<file path="src/rtl/switch_allocator.sv">
// rtl/switch_allocator.sv - per-output round-robin wormhole allocator driving crossbar buffer grants
// Optional idle-ack forced release enabled by defining SW_ALLOC_TIMEOUT_EN.
module switch_allocator #(
  parameter int unsigned SINGLE_FLIT    = 0,
  parameter int unsigned TIMEOUT_CYCLES = 255,
  parameter int unsigned TO_WIDTH       = 8
) (
  input  logic            clk,
  input  logic            rst_n,
  input  logic [4:0]      buf_valid,
  input  logic [4:0]      buf_tail,
  input  logic [0:4][2:0] dests,
  input  logic [4:0]      buf_ack,
  output logic [4:0]      buffer_grants,
  output logic [4:0]      out_busy,
  output logic [0:4][2:0] out_owner,
  output logic [4:0]      bad_dest
`ifdef SW_ALLOC_TIMEOUT_EN
  ,
  output logic [4:0]      timeout
`endif
);

  typedef enum logic {IDLE, LOCKED} state_t;

  state_t          state_q [5];
  logic [0:4][2:0] ptr_q;
  logic [4:0]      cand [5];
  logic [3:0]      win [5];
  logic [4:0]      rel;
  logic [4:0]      force_rel;
  logic [4:0]      bad_now;

  if (TIMEOUT_CYCLES >= (2 ** TO_WIDTH)) begin : g_bad_cfg
    $error("TIMEOUT_CYCLES does not fit in TO_WIDTH bits");
  end

  // Search order starts just after the last owner, wrapping at buffer 4.
  function automatic logic [3:0] pick(input logic [2:0] ptr, input logic [4:0] req);
    logic [2:0] idx;
    logic [3:0] r;
    r   = '0;
    idx = ptr;
    for (int k = 0; k < 5; k++) begin
      idx = (idx == 3'd4) ? 3'd0 : idx + 3'd1;
      if (!r[3] && req[idx]) r = {1'b1, idx};
    end
    return r;
  endfunction

  always_comb begin
    buffer_grants = '0;
    out_busy      = '0;
    for (int o = 0; o < 5; o++) begin
      if (state_q[o] == LOCKED) begin
        buffer_grants[out_owner[o]] = 1'b1;
        out_busy[o]                 = 1'b1;
      end
    end
  end

  always_comb begin
    rel     = '0;
    bad_now = '0;
    for (int i = 0; i < 5; i++) bad_now[i] = buf_valid[i] && (dests[i] > 3'd4);
    for (int o = 0; o < 5; o++) begin
      cand[o] = '0;
      for (int i = 0; i < 5; i++)
        cand[o][i] = buf_valid[i] && (dests[i] == 3'(o)) && !buffer_grants[i];
      win[o] = pick(ptr_q[o], cand[o]);
      rel[o] = (state_q[o] == LOCKED) && buf_ack[out_owner[o]] &&
               (buf_tail[out_owner[o]] || (SINGLE_FLIT != 0));
    end
  end

`ifdef SW_ALLOC_TIMEOUT_EN
  localparam logic [TO_WIDTH-1:0] TO_LIMIT = TO_WIDTH'(TIMEOUT_CYCLES);
  logic [0:4][TO_WIDTH-1:0] to_cnt_q;

  always_comb begin
    force_rel = '0;
    for (int o = 0; o < 5; o++)
      force_rel[o] = (state_q[o] == LOCKED) && (to_cnt_q[o] == TO_LIMIT);
  end

  assign timeout = force_rel;

  always_ff @(posedge clk or negedge rst_n) begin
    if (!rst_n) begin
      to_cnt_q <= '0;
    end else begin
      for (int o = 0; o < 5; o++) begin
        if (state_q[o] == IDLE || buf_ack[out_owner[o]]) to_cnt_q[o] <= '0;
        else                                             to_cnt_q[o] <= to_cnt_q[o] + 1'b1;
      end
    end
  end
`else
  assign force_rel = '0;
`endif

  // The release cycle never re-arbitrates, leaving a one-cycle gap per output.
  always_ff @(posedge clk or negedge rst_n) begin
    if (!rst_n) begin
      for (int o = 0; o < 5; o++) state_q[o] <= IDLE;
      ptr_q     <= {5{3'd4}};
      out_owner <= '0;
      bad_dest  <= '0;
    end else begin
      bad_dest <= bad_now;
      for (int o = 0; o < 5; o++) begin
        case (state_q[o])
          IDLE: begin
            if (win[o][3]) begin
              state_q[o]   <= LOCKED;
              out_owner[o] <= win[o][2:0];
            end
          end
          LOCKED: begin
            if (rel[o] || force_rel[o]) begin
              state_q[o] <= IDLE;
              ptr_q[o]   <= out_owner[o];
            end
          end
          default: state_q[o] <= IDLE;
        endcase
      end
    end
  end

endmodule

</file>
<file path="config.mk">
export PLATFORM = sky130hd
export DESIGN_NAME = switch_allocator
export DESIGN_NICKNAME = d
export VERILOG_FILES = /design/src/rtl/switch_allocator.sv
export SDC_FILE = /design/constraint.sdc
export NUM_CORES = 1
export LEC_CHECK = 0
export ABC_AREA = 1
export BUFFER_PORTS_ARGS = -buffer_cell sky130_fd_sc_hd__buf_2
export CAP_MARGIN = 20
export CELL_PAD_IN_SITES_DETAIL_PLACEMENT = 1
export CELL_PAD_IN_SITES_GLOBAL_PLACEMENT = 1
export CORE_MARGIN = 2
export CORE_UTILIZATION = 30
export DETAILED_ROUTE_END_ITERATION = 6
export PLACE_DENSITY = 0.64
export SLEW_MARGIN = 20
export SYNTH_ARGS = -nofsm -noshare
export SYNTH_HDL_FRONTEND = slang
export SYNTH_SLANG_ARGS = --single-unit
</file>
<file path="constraint.sdc">
create_clock -name clk -period 7 [get_ports clk]
set_clock_uncertainty 0.2 [all_clocks]
set_input_delay 0.7 -clock clk [delete_from_list [all_inputs] [get_ports clk]]
set_output_delay 0.7 -clock clk [all_outputs]
set_load 0.01 [all_outputs]
</file>
Word level (Yosys, flattened, before mapping)
Index checks and enable logic that the tools add are counted.
Widths: inputs -> output; s select.
- register bits: 40
- input port bits: 32
- output and inout port bits: 30
- word-level logic and storage cells: 420
- add/subtract/negate cells: 25
- $lt $le $gt $ge: 40
- equality and inequality tests: 45
- muxes and demuxes: 155
- bitwise operators: 9
- reductions and logical operators: 130
- operators with widths (kind ; count):
    $lt 3x4->1 const B ; 30
    $bmux 1 s3 ; 35
    $mux 4 ; 25
    $eq 3x3->1 const B ; 30
    $logic_and 1x1->1 ; 90
    $add 3x1->3 const B ; 25
    $mux 3 ; 25
    $mux 1 ; 55
    $eq 3x2->1 const B ; 10
    $logic_not 1->1 ; 25
    $mux 5 ; 5
    $or 5x5->5 ; 4
    $reduce_and 2->1 ; 10
    $demux 1 s3 ; 5
    $eq 3x1->1 const B ; 5
    $ge 3x1->1 const B ; 5
    $gt 3x3->1 const B ; 5
    $logic_not 3->1 ; 5
    $pmux 1 s2 ; 5
    $not 1->1 ; 5

Logic depth before layout (Yosys ltp)
Gate-level depths: netlist of run 1.
- word-level depth: 32
- gate-level depth with buffers: 25
- mapped depth without buffers: 25

Worst setup path before layout of run 1
No wires, ideal clock.
- path type: register -> register
- start: reg ptr_q[12] (netlist name)
- end: reg state_q[4] (netlist name)
- library setup time: 0.128 ns
- arrival time: 3.042 ns
- data required time: 6.672 ns
- path slack: 3.630 ns
- cell stages (with the launch flop): 24
- buffers on the path: 0
- period minus slack after synthesis: 3.370 ns
- cell sequence: dfrtp_1 > inv_1 > ha_1 > nand2_1 > nand2_1 > ha_1 > nand3_1 > nand2_2 > ha_1 > or2_2 > nand3_1 > nand2_1 > inv_2 > nand2_1 > nand2_2 > nor2_1 > xnor2_1 > nand2_2 > inv_1 > nand2_1 > nand2_1 > nand2_1 > nand2_1 > o21ai_0
- cells in the longest elaborated chain, start to end: 19
- elaborated cells between the ends (all ways): 40
- those cells by class: add/sub: 5; eq/ne: 5; mux: 22; reduce/logical: 8
- RTL lines (element ; RTL line ; text):
    from (decl) ; 27 ; logic [0:4][2:0] ptr_q;
    from (signal assigned) ; 106 ; ptr_q <= {5{3'd4}};
    from (signal, indexed assignment) ; 122 ; ptr_q[o] <= out_owner[o];
    $add 3x1->3 or $eq 3x3->1 (tied branches) ; 45 ; idx = (idx == 3'd4) ? 3'd0 : idx + 3'd1;
    $mux 3 (*) ; 45 ;
    parallel branches: the longest is 14 deep, another holds $add 3x1->3 ; -- ;
    $mux 4 (*) ; 46 ; if (!r[3] && req[idx]) r = {1'b1, idx};
    $mux 1 (*) ; 114 ; if (win[o][3]) begin
    $pmux 1 s2 (*) ; 112 ; case (state_q[o])
    to (signal, indexed assignment) ; 115 ; state_q[o] <= LOCKED;
    to (signal, indexed assignment) ; 121 ; state_q[o] <= IDLE;
    to (signal, indexed assignment) ; 125 ; default: state_q[o] <= IDLE;
    to (decl) ; 26 ; state_t state_q [5];
Mark *: on every way between the ends. The select of a mux whose other input is x is not followed.
A chain may end at the register's enable or synchronous reset.

Worst setup path in the final report of run 1
- start: reg ptr_q[9] (netlist name)
- end: reg out_owner[9] (netlist name)
- cells in the longest elaborated chain, start to end: 18
- elaborated cells between the ends (all ways): 39
- those cells by class: add/sub: 5; eq/ne: 5; mux: 20; reduce/logical: 9
- RTL lines (element ; RTL line ; text):
    $add 3x1->3 or $eq 3x3->1 (tied branches) ; 45 ;
    $mux 3 (*) ; 45 ;
    parallel branches: the longest is 14 deep, another holds $add 3x1->3 ; -- ;
    $mux 4 (*) ; 46 ;
    $reduce_and 2->1 (no line) ; -- ;
    to (signal, indexed assignment) ; 116 ; out_owner[o] <= win[o][2:0];
    to (decl) ; 16 ; output logic [0:4][2:0] out_owner,
Marked as above.

==> results of run 1 <==
-- through the flow --
| step | hold slack [ps] | instances | cell area, sq um |
|---|---|---|---|
| after CTS | 325 | 1518 | 7300 |
| after global routing | 248 | 1518 | 7300 |
| after floorplan | 204 | 1175 | 6490 |
| after global placement | 296 | 1510 | 7130 |
| final | 205 | 1518 | 7300 |
| after detailed placement | 309 | 1510 | 7130 |
-- path summary, 6_finish.rpt --
check / to / start / cells past startpoint / slack (ps)
max in group asynchronous: out_owner[12] / rst_n / 1 / 6000
max: out_owner[9] / ptr_q[9] / 23 / 3170
min: bad_dest[4] / rst_n / 1 / 210
max reg2reg: out_owner[9] / ptr_q[9] / 23 / 3170
min reg2reg: ptr_q[4] / ptr_q[4] / 2 / 320
min in group clk: ptr_q[4] / ptr_q[4] / 2 / 320
-- cell usage after synthesis, drive strengths merged (2+ instances only) --
cell,n
ha,32
nand2,426
o21ai,46
xnor2,3
nand4,26
nand3,191
or2,6
o31ai,3
nor2,136
o22ai,3
and2,2
nor3,12
o211ai,3
a221oi,2
inv,201
dfstp,5
a21oi,21
a22oi,3
dfrtp,35
nand3b,10
o221ai,2
-- registers in the layout, indices dropped and copies added (netlist names) --
| name | cells |
|---|---|
| bad_dest | 5 |
| ptr_q | 15 |
| out_owner | 15 |
| state_q | 5 |
-- final cells by class --
cell class	count	area, sq um
timing repair buffer	61	308
tap	275	344
clock inverter	3	46.3
sequential	40	1010
fill	2937	13900
multi-input combinational	932	4710
clock buffer	5	125
inverter	202	758
-- kinds of logic after synthesis --
family,count (synthesis),synth area share
adders and majority gates,32,0.0617
AOI/OAI and AO/OA,87,0.0839
xor gates and xnor gates,3,0.00694
and+or+nand+nor,810,0.574
buffers and inverters,203,0.119
DFF,40,0.155
-- layer usage --
metal / vias to the layer above / wire length [um]
met5: - / 0
met4: 0 / 282
met3: 12 / 443
met2: 88 / 10900
met1: 3545 / 11500
li1: 3872 / -
==> flow_summary.yaml, run 1 <==
drt:
  drt_wl_total_mm: 23.1
  drt_pass1_iterations: 5
  wl_per_cell_um: 15.2
  vias: 7517
  drtIter0Drc: 319
  ant_nets: 0
  vias_per_cell: 4.95
  route.detailed.drc: 0
grt:
  grt.total_usage: 0.207
  grt_first_pass_wirelength_mm: 37.7
  top_usage_layer: "met2"
  grt_max_degree: 41
  grt_antenna_before_repair: 0
  use_met1: 0.291
  grt_pass1_vias: 7394
  grtUsageMet2: 0.352
  grt_use_met3: 0.0163
  grt-ovfl-total: 0
clock_tree:
  postCtsHoldBufs: 0
  cts.sinks: 40
  insertion_delay_ps: 300
  cts_tree: "done"
  cts.htree.levels: 2
  clockBufferDepth: 2
  clk_pin_slew_ps: 70
  root_buffer: "clkbuf_16"
  cts_buffers: 5
  ctsResizeCount: 0
  postCtsSetupBuffers: 0
critical_path:
  worstPathCellList: "inv_1 > ha_1 > nand2_1 > nand2_2 > ha_1 > nand3_1 > nand2_2 > ha_1 > or2_2 > nand3_1 > nand2_1 > inv_1 > nand2_2 > nand2_4 > nor2_1 > xnor2_1 > nand2_2 > nand3_1 > nand2_1 > nand2_1 > nand2_1 > nand2_1 > nand2_1"
  critical-path-top-delay-family: "simple AND/OR/NAND/NOR gates"
  cp-start-kind: "register"
  critPathKind: "reg -> reg"
  crit_top_cell: "nand2_1"
  cp_num_buf_inv: 2
  cp_slowest_cell: "dfrtp_1"
  max_stage_delay_ps: 430
  arrival_ps: 3820
  path_max_fanout: 9
  cp.required_ps: 6990
  endpoint_kind: "register"
logic_synthesis:
  synthTopCellsByArea: "nand2_1, nand3_1, dfrtp_1"
  ys_async_sr_fraction: 1.00
  synth_top_area_frac: 0.218
  avgSynthCellArea_sq_um: 5.52
  ys_types: 43
  ys_warn_count: 0
  synthFlopType: "dfrtp_1"
  synth_cells: 1175
  synth_edf_count: 0
  syn-num-nets: 1239
  yosysTopAreaCell: "nand2_1"
  ys_seq_area_frac: 0.155
  synthesis.area_sq_um: 6490
  ys_ff_latch: 40
placed_design:
  dp_hpwl_mm: 19.6
  dp_worst_setup_slack_ps: 3200
  gp_congestion: 0.857
  io_buffers: 61
floorplan:
  die_x_um: 151
  die_y_um: 151
  io_pins: 62
  dieArea_sq_um: 22800
  core_area_sq_um: 21200
  rows: 53
  initial_core_util: 0.307
cells_and_area:
  nets: 1306
  diodes: 0
  final_cell_mix: "nand2_1, inv_1, nand3_1"
  final_core_util: 0.345
  syn_to_final_growth_pct: 12.5
  drive_gt1_frac: 0.149
  final_common_cell: "nand2_1"
timing:
  fin_crit_ps: 3830
  worstMarginPinSlew_ps: 883
  worst_slack_ps: 3170
  relSlewSlack: 0.407
  fmax_ghz: 0.261
  finalSetupViolCount: 0
  hold_viol: 0
  slew_viol_final: 0
  tns_ps: 0
  rsz0062_at_grt: "no"
  finalCritPeriodShare: 0.547
job:
  max_cap_violations: 0
worst_hold_path:
  hold_path.class: "in -> async"
status:
  run_status: "finished clean"
Power of run 1 is left out: the tool's default activity adds up to more than one toggle a clock period on the data nets, which glitch-free logic cannot reach.
==> run 2: changes to the inputs <==
ABC_AREA = 0   (was 1)
PLACE_DENSITY = 0.59   (was 0.64)
clock period = 3.92 ns   (was 7 ns; I/O delays follow)
==> run 2 against run 1 <==
  * Register-to-register slack lost 3200 ps
  * Fmax decreased by 2.3%
  * Utilization grew 4.4 points
  * Hold slack got worse by 76 ps
  * Critical path type unchanged
==> flow_summary.yaml, run 2 <==
grt:
  grt.total_usage: 0.223
  grt_first_pass_wirelength_mm: 42.0
  grt_max_degree: 41
  grt_antenna_before_repair: 0
  grt_pass1_vias: 7658
  grt-ovfl-total: 0
critical_path:
  regToRegStartpoint: "ptr_q[4]"
  r2r-end: "out_owner[4]"
  cp-start-kind: "register"
  max_stage_delay_ps: 430
  crit_top_cell: "a31oi_4"
  arrival_ps: 3910
  regToRegSetupSlack_ps: 2
  endpoint_kind: "register"
  worstPathCellList: "ha_2 > or3b_4 > a211o_1 > nand2_2 > inv_4 > ha_4 > inv_2 > a221oi_2 > xnor2_1 > o21bai_4 > a31oi_4 > mux4_2 > mux2i_4 > a31oi_4 > o221a_2"
  critPathKind: "reg -> reg"
  r2r_cells: 15
  cp_slowest_cell: "dfrtp_1"
  path_max_fanout: 4
  cp.required_ps: 3920
timing:
  fin_crit_ps: 3920
  worstMarginPinSlew_ps: 906
  relSlewSlack: 0.390
  rsz0062_at_grt: "yes"
  slew_viol_final: 0
  worst_slack_ps: 2.48
  hold_viol: 0
  fmax_ghz: 0.255
  holdWs_ps: 129
  finalCritPeriodShare: 0.999
  finalSetupViolCount: 0
drt:
  ant_nets: 0
  vias_per_cell: 5.94
  drt_wl_total_mm: 27.0
  vias: 7741
  wl_per_cell_um: 20.7
  drt_pass1_iterations: 4
  drtIter0Drc: 366
  route.detailed.drc: 0
placed_design:
  io_buffers: 61
  dpl-instance-area_sq_um: 7940
  place_inst: 1283
  dp_worst_setup_slack_ps: 7.78
  dp_hpwl_mm: 21.8
  gp_congestion: 0.916
cells_and_area:
  final_cell_mix: "buf_4, nand2_1, nor2_1"
  nets: 1086
  diodes: 0
  stdcell_count: 1303
  largestRegisters: "out_owner: 15 flops, ptr_q: 15 flops"
  drive_gt1_frac: 0.301
  final_common_cell: "buf_4"
  syn_to_final_growth_pct: 27.8
  fin_area_sq_um: 8460
logic_synthesis:
  yosysTopAreaCell: "dfrtp_1"
  ys_ff_latch: 40
  synthTopCellsByArea: "dfrtp_1, ha_1, mux2_2"
  synth_common_cells: "nand2_1, nor2_1, a21oi_1, inv_1, o21ai_0"
  synth_most_common_cell: "nand2_1"
  syn-num-nets: 954
  ys_async_sr_fraction: 1.00
  ys_warn_count: 0
  avgSynthCellArea_sq_um: 7.44
  ys_seq_area_frac: 0.152
  synthFlopType: "dfrtp_1"
  ys_types: 89
  synthesis.area_sq_um: 6620
  synth_edf_count: 0
  synth_cells: 890
  synth_top_area_frac: 0.132
clock_tree:
  cts_buffers: 5
  insertion_delay_ps: 300
  cts.sinks: 40
  root_buffer: "clkbuf_16"
  clockBufferDepth: 2
  cts.htree.levels: 2
  cts_tree: "done"
  clk_pin_slew_ps: 70
floorplan:
  io_pins: 62
  rows: 54
  dieArea_sq_um: 23300
  core_area_sq_um: 21800
  initial_core_util: 0.304
  die_y_um: 153
  die_x_um: 153
job:
  max_cap_violations: 0
worst_hold_path:
  hold_depth: 3
  whs_endpoint: "bad_dest[0]"
  hold_path.class: "in -> reg"
  hold_start: "buf_valid[0]"
status:
  run_status: "finished clean"
[run 2: repair_timing]
item / CTS / global route
hold buffers: 0 / 1
setup endpoints to repair: 1 / 16
setup buffers: 0 / 10
cloned: 0 / 1
gates resized for setup: 1 / 52
endpoints found under the hold margin: 0 / 35
pin swaps: 0 / 16
[run 2: kinds of logic after synthesis]
kind of cell               Yosys count  share of synthesized area
and+or+nand+nor                    402                      0.341
buffers and inverters               85                     0.0554
AOI/OAI and AO/OA                  280                      0.307
xor gates and xnor gates             6                    0.00794
muxes                               45                     0.0765
DFF                                 40                      0.152
adders and majority gates           32                     0.0605
[run 2: worst max-delay path, delay by kind of cell, from the launching register on]
kind,cells,cell delay [ps]
buffers and inverters,2,100
xor gates and xnor gates,1,140
adders and majority gates,2,460
muxes,2,570
and+or+nand+nor,2,500
AOI/OAI and AO/OA,6,1400
DFF,1,430
[run 2: worst max path at each step]
stage               slack [ps]      endpoint  cells past startpoint     start
detailed placement           8  out_owner[4]                     16  ptr_q[3]
CTS                          2  out_owner[4]                     15  ptr_q[3]
global route              -150  out_owner[4]                     16  ptr_q[4]
floorplan                    5  out_owner[0]                     15  ptr_q[0]
global placement            -2  out_owner[4]                     15  ptr_q[3]
finish                       2  out_owner[4]                     15  ptr_q[4]
[run 2: routing by layer]
layer / global-route usage / share of wire / vias up
met2: 0.377 / 0.47 / 159
met4: 0.0608 / 0.026 / 0
met5: 0 / 0 / -
li1: - / - / 3742
met3: 0.0304 / 0.038 / 37
met1: 0.298 / 0.47 / 3803
[run 2: layout make-up]
class / instances / area [sq um]
Fill cell: 2720 / 13300
Timing Repair Buffer: 164 / 1090
Clock buffer: 6 / 129
Sequential cell: 40 / 1010
Clock inverter: 2 / 60.1
Inverter: 46 / 175
Tap cell: 280 / 350
Multi-Input combinational cell: 765 / 5640
[run 2: per-stage QoR]
step                TNS, ps  utilization
finish                    0        0.389
global route           -433        0.389
CTS                       0        0.374
detailed placement        0        0.365
global placement      -2.38        0.365
floorplan                 0            -
Power of run 2 is left out for the same reason.
